[src/rtl/disp_arbiter.sv]
// Round-robin display arbiter: grants one of four requesters to the display
// scanner and holds that grant for a minimum dwell measured in tick_en pulses.
module disp_arbiter #(
    parameter int unsigned DWELL = 190
) (
    input  logic        clk,
    input  logic        clr,
    input  logic        tick_en,
    input  logic [3:0]  req,
    input  logic [15:0] data0,
    input  logic [15:0] data1,
    input  logic [15:0] data2,
    input  logic [15:0] data3,
    input  logic        lock,
    output logic [15:0] disp_data,
    output logic [3:0]  grant,
    output logic        busy
);

    localparam logic [15:0] DWELL_M1 = 16'(DWELL - 1);

    typedef enum logic {
        IDLE = 1'b0,
        HOLD = 1'b1
    } state_t;

    state_t      state, state_nx;
    logic [1:0]  last, last_nx;
    logic [15:0] dcnt, dcnt_nx;
    logic [15:0] disp_nx;
    logic [3:0]  grant_nx;
    logic        busy_nx;

    logic [15:0] data_arr [4];
    logic [1:0]  rr_idx;
    logic        rr_hit;

    assign data_arr[0] = data0;
    assign data_arr[1] = data1;
    assign data_arr[2] = data2;
    assign data_arr[3] = data3;

    // Search starts at last+1 and wraps; the fourth candidate is last itself,
    // so a lone current requester keeps its grant.
    always_comb begin
        rr_idx = last;
        rr_hit = 1'b0;
        for (int i = 1; i <= 4; i++) begin
            if (!rr_hit && req[last + 2'(i)]) begin
                rr_idx = last + 2'(i);
                rr_hit = 1'b1;
            end
        end
    end

    always_comb begin
        state_nx = state;
        last_nx  = last;
        dcnt_nx  = dcnt;
        grant_nx = grant;
        busy_nx  = busy;
        disp_nx  = disp_data;
        case (state)
            IDLE: begin
                grant_nx = 4'b0000;
                busy_nx  = 1'b0;
                if (rr_hit) begin
                    state_nx = HOLD;
                    last_nx  = rr_idx;
                    grant_nx = 4'b0001 << rr_idx;
                    busy_nx  = 1'b1;
                    dcnt_nx  = DWELL_M1;
                    disp_nx  = data_arr[rr_idx];
                end
            end
            HOLD: begin
                disp_nx = data_arr[last];
                if (tick_en) begin
                    if (dcnt != 16'd0) begin
                        dcnt_nx = dcnt - 16'd1;
                    end else if (lock) begin
                        dcnt_nx = DWELL_M1;
                    end else if (rr_hit) begin
                        last_nx  = rr_idx;
                        grant_nx = 4'b0001 << rr_idx;
                        dcnt_nx  = DWELL_M1;
                        disp_nx  = data_arr[rr_idx];
                    end else begin
                        // Nobody left asking: drop the grant, keep the last shown value.
                        state_nx = IDLE;
                        grant_nx = 4'b0000;
                        busy_nx  = 1'b0;
                        disp_nx  = disp_data;
                    end
                end
            end
            default: begin
                state_nx = IDLE;
                grant_nx = 4'b0000;
                busy_nx  = 1'b0;
            end
        endcase
    end

    always_ff @(posedge clk) begin
        if (clr) begin
            state     <= IDLE;
            last      <= 2'd3;
            dcnt      <= 16'd0;
            grant     <= 4'b0000;
            busy      <= 1'b0;
            disp_data <= 16'h0000;
        end else begin
            state     <= state_nx;
            last      <= last_nx;
            dcnt      <= dcnt_nx;
            grant     <= grant_nx;
            busy      <= busy_nx;
            disp_data <= disp_nx;
        end
    end

endmodule

[config.mk]
export PLATFORM = sky130hd
export DESIGN_NAME = disp_arbiter
export DESIGN_NICKNAME = d
export VERILOG_FILES = /design/src/rtl/disp_arbiter.sv
export SDC_FILE = /design/constraint.sdc
export NUM_CORES = 1
export LEC_CHECK = 0
export CAP_MARGIN = 25
export CELL_PAD_IN_SITES_DETAIL_PLACEMENT = 1
export CELL_PAD_IN_SITES_GLOBAL_PLACEMENT = 1
export CORE_ASPECT_RATIO = 1.1
export CORE_MARGIN = 3
export CORE_UTILIZATION = 37
export CTS_CLUSTER_DIAMETER = 100
export DETAILED_ROUTE_END_ITERATION = 16
export PLACE_DENSITY_LB_ADDON = 0.1
export SLEW_MARGIN = 10
export SYNTH_ARGS = -nofsm -noshare
export SYNTH_HDL_FRONTEND = slang
export SYNTH_SLANG_ARGS = --single-unit
[constraint.sdc]
create_clock -name clk -period 4.2 [get_ports clk]
set_input_delay 1.26 -clock clk [delete_from_list [all_inputs] [get_ports clk]]
set_output_delay 1.26 -clock clk [all_outputs]
set_load 0.01 [all_outputs]
[Word level (Yosys, flattened, before mapping)]
Cells that the tools add are included.
Storage, ports and cells
  bits in registers: 40
Cells by class
  add/subtract/negate cells: 4
  shifts and indexed selects: 1
  multiplexer cells: 52
  reduce and logical (&&, ||, !) cells: 9
  bitwise gates (word level): 3
  equal/unequal tests: 4
  magnitude comparators: 6
Operators with widths (number)
  two-way mux 16 bit: 12
  binary-select mux 16 bit (select 2 bit): 2
  case mux 16 bit (2 select lines): 2
  two-way mux 1 bit: 16
  two-way mux 2 bit: 8
  two-way mux 4 bit: 4
  nonzero test 16 bit: 1
  subtractor 16 x 1 -> 16 bit (second input constant): 1
  less-than comparator 2 x 3 -> 1 bit (second input constant): 4
  binary-select mux 1 bit (select 2 bit): 4
  inequality test 2 bit (second input constant): 4
  case mux 4 bit (2 select lines): 1
  >= comparator 3 bit (second input constant): 2
  NOT 2 -> 3 bit: 2
  adder 2 bit (second input constant): 2
  case mux 1 bit (2 select lines): 2
  case mux 2 bit (2 select lines): 1
  AND reduction 4 bit: 1
  << shifter 1 x 2 -> 4 bit (first input constant): 1
  logical AND 1 bit: 3
  logical NOT 1 bit: 3
  AND reduction 3 bit: 1
  adder 2 x 1 -> 2 bit (second input constant): 1
  NOT 1 bit: 1

[Longest topological paths before layout]
  word-level depth: 22
  depth in mapped cells: 10

[Worst setup path before layout]
Ideal clock, no wire load.
  path kind: input to register
  start: input port req[3]
  end: register disp_data[10]
  stages: 6
  path slack: 1.272 ns
  path buffers: 1
  setup time: 0.074 ns
  arrival time: 2.854 ns
  cells stage by stage: nand2b_1 o21ai_0 a221oi_2 clkbuf_1 mux2_2 o21ai_0
On the way
  longest elaborated chain between the ends: 21
  elaborated cells between the ends (all ways): 31
  those cells by class: 24 x mux; 1 x bitwise; 6 x reduce/logical
RTL lines
  start, declared: line 9  | input logic [3:0] req,
  binary-select mux 1 bit (select 2 bit): line 49  | if (!rr_hit && req[last + 2'(i)]) begin
  two-way mux 1 bit (not written as such): line 49
  two-way mux 1 bit: line 49
  logical NOT 1 bit: line 49
  logical AND 1 bit: line 49
  two-way mux 1 bit: line 49
  logical NOT 1 bit: line 49
  logical AND 1 bit: line 49
  (+4 left out)
  NOT 2 -> 3 bit (not written as such): line 73, 87
  binary-select mux 16 bit (select 2 bit): line 73, 87
  two-way mux 16 bit (not written as such) (2 in series): line 73, 87
  two-way mux 16 bit (*): line 67, 83
  two-way mux 16 bit: line 81  | end else if (lock) begin
  two-way mux 16 bit: line 79  | if (dcnt != 16'd0) begin
  two-way mux 16 bit: line 78  | if (tick_en) begin
  case mux 16 bit (2 select lines) (*): line 63  | case (state)
  end signal, assigned: line 119  | disp_data <= disp_nx;
  end, declared: line 15  | output logic [15:0] disp_data,
Every way passes the cells marked *; elsewhere a longest branch is shown, timed or not. The select of a mux whose other input is x is not followed.
A chain may end at the register's enable or synchronous reset.

[Worst setup path in the final report]
  start: input port lock
  end: register grant[1]
On the way
  longest elaborated chain between the ends: 2
RTL lines
  start, declared: line 14  | input logic lock,
  inequality test 2 bit (no line)
  AND reduction 3 bit (no line)
  end signal, assigned: line 117  | grant <= grant_nx;
  end, declared: line 16  | output logic [3:0] grant,
Every way passes these cells.

==> run metrics <==
status finished, final reports clean; Die Ht 98.7 um; port bufs 92; fin crit period 3.15 ns; CTS Buf Count 5; startpoint types input port; RSZ-0062 raised after global routing false; YS warnings 0; cts hold-fix bufs 0; number of DRC markers in iteration 0 84; DRC 0; Power per Cell Area 296 mW/mm^2; Die ar. 0.00890 sq mm; reg-to-reg setup timing slack 1.60 ns; Crit path required time 4.43 ns; WP buf/inv 1; crit-path cells clkdlybuf4s50_1 > nor4_1 > nand4_1 > o21a_1 > or4_1 > a21oi_1; Worst-Margin Slew 0.758 ns; global-route wire length before repair 14900 um; FF-to-FF End grant[1]; worst hold path type reg2reg; Site Rows 33; Worst-Skew Late Latency 0.29 ns; ANT cells 0; Setup Total Neg Slack 0 ns; Final Cycle Share 0.751; Congestion Overflow GR 0; share of cells above drive strength 1 0.151; gpl congestion 0.852; CTS sink count 40; post-synthesis simple-gate area fraction 0.179; Hold Violations, Final 0; FFs w/ async S/R, synth 0; Max Root-Sink Buffers 2; Largest stage delay, worst path 0.63 ns; Max Clock Skew 0.00530 ns; clk slew on worst S/H paths 0.08 ns; Final HPWL DP 6520 um; Max-Cap Viols 0; Antenna Violating Nets Remaining 0; Yosys top cell area share 0.277; Critical Path Start lock; critical path class in2reg; Main synth FF type dfxtp_1; Max Fclk 317 MHz; Adder-Cell Fraction of Synth Area 0.00867; DR vias 2913; mux contribution to synthesized area 0.305; post-synth cell types 42; gate count after technology mapping 315; Yosys top cell by area dfxtp_1; total power 1200 uW; fin. max-slew vios 0; Synth Area in XOR/XNOR 0.00607; post-CTS setup buffers 0; Nets 471; first-pass detailed-route iteration total 4; Slew headroom 0.495; CTS H-tree lvls 2; pin count of the biggest net entering global routing 29; Die Wd 90.2 um; Post-Place Cells 495; main combinational cell family by area after synthesis multiplexers; R2R cell count 7; slowest CP cell or4_1; worst hold stages 2; Worst R2R Start dcnt[0]; Netlist Area Pre-Place 0.00289 sq mm; Area Growth Syn to Fin 40.2%; core area 0.00751 sq mm; Synth area leaders dfxtp_1, mux4_2, mux2i_1, mux2_2, a41oi_1; Post-CTS Resized 0; P_leak 0.00153 uW; Crit Path Max Fanout 24; WL/cell 17.8 um; VDD IR max 0.000155 V; Synth Register Bits 40; Final setup viols 0; root buf cell clkbuf_8; All-Layer GR Usage 0.203; Synth Area in Compound Gates 0.175; Post-synth EDFFs 0; Top Ports 93; TritonCTS clock tree done; syn nets 389; CP arrival 3.39 ns; Starting Density 0.384; crit end category register; vias per cell 5.79; Avg Cell Area, Syn 9.17 sq um; final std cells w/o fill 503; drt total wl 8940 um; Seq/Total Area, Yosys 0.277; initial antenna violation count 0; vias in the first global route 3145; hold path startpoint grant[2]; CP top delay family simple AND/OR/NAND/NOR gates; hold endpoint grant[2]
-- cells in the final DEF, fill, tap and decap left out, types with 4 or more instances in the layout --
cell,Yosys,routed
buf_4,0,8
mux2_2,16,16
a21oi_1,15,15
clkbuf_8,0,5
o21ai_0,28,28
nor2_1,16,16
a41oi_1,16,16
nand4_1,7,7
dfxtp_1,40,40
nand2_1,13,13
nor4_1,5,4
clkdlybuf4s50_1,0,92
or4_1,4,4
nor3_1,10,10
inv_1,10,10
nand3_1,4,4
mux2i_1,34,33
mux4_2,16,16
and3_1,18,18
a311oi_1,5,5
-- report_power, final --
part | internal (uW) | total [uW] | leakage [uW] | switching, uW
Sequential | 413 | 442 | 0.000330 | 28.5
Clock | 176 | 322 | 0.0000541 | 146
Combinational | 248 | 436 | 0.00114 | 187
-- routing by layer --
metal	share of wire	vias up	global-route usage
met5	0	-	0
met4	0.0085	0	0.0412
met3	0.048	8	0.0466
met2	0.53	64	0.390
met1	0.42	1450	0.229
li1	-	1391	-
-- how the worst max path moves through the flow --
stage,end,slack (ns),cells after the start
3_3_place_gp,grant[1],0.78,6
5_1_grt,grant[1],0.86,6
6_report,grant[1],1.05,6
4_1_cts,grant[1],1.06,6
2_1_floorplan,disp_data[10],1.27,6
3_5_place_dp,disp_data[13],0.75,8
-- state kept, by name, summed over array words and instances (netlist names) --
register   flops
dcnt          16
disp_data     16
grant          4
last           2
busy           1
state          1
-- worst register-to-register path, cell delays in order, from the launching register on --
cell and delay, ns:
dfxtp_1 0.35, inv_1 0.11, ha_1 0.14, nor4b_1 0.38, nand4_1 0.25, o21a_1 0.52
or4_1 0.63, a21oi_1 0.15
-- through the flow --
stage          setup slack, ns   util  hold slack [ns]  area [sq um]
2_1_floorplan             1.27      -            0.439          2890
3_3_place_gp             0.779  0.524            0.453          3940
3_5_place_dp             0.751  0.524            0.458          3940
4_1_cts                   1.06  0.539            0.470          4050
5_1_grt                  0.862  0.539            0.505          4050
6_report                  1.05  0.539            0.467          4050
-- cells in the mapped netlist, drive strengths merged (2+ instances only) --
cell and n:
nor2b 2, nand2 13, o31ai 3, mux2i 34
nand4 7, clkbuf 19, buf 7, or4 5
nand2b 3, nor4 6, mux4 16, inv 10
nor3 10, or3 3, o21ai 30, dfxtp 40
a41oi 16, nand3 4, ha 2, nor2 16
o21a 3, a21oi 15, mux2 16, a311oi 5
and3 18
-- layout make-up --
type                            count  area [sq um]
Timing Repair Buffer              101          1000
Sequential cell                    40           801
Fill cell                         873          3470
Clock buffer                        5          68.8
Inverter                           10          37.5
Clock inverter                      3          42.5
Tap cell                          105           131
Multi-Input combinational cell    239          1970
-- kinds of logic (layout without fill, tap and decap cells) --
kind of cell             after synthesis  in the layout
buffers and inverters                 36            119
adder cells (fa/ha/maj)                2              2
AND/OR/NAND/NOR                       92             92
XOR/XNOR                               2              2
flip-flops                            40             40
multiplexers                          66             66
AO/OA/AOI/OAI                         77             77
Note: power is estimated with default switching activity, not from simulation.
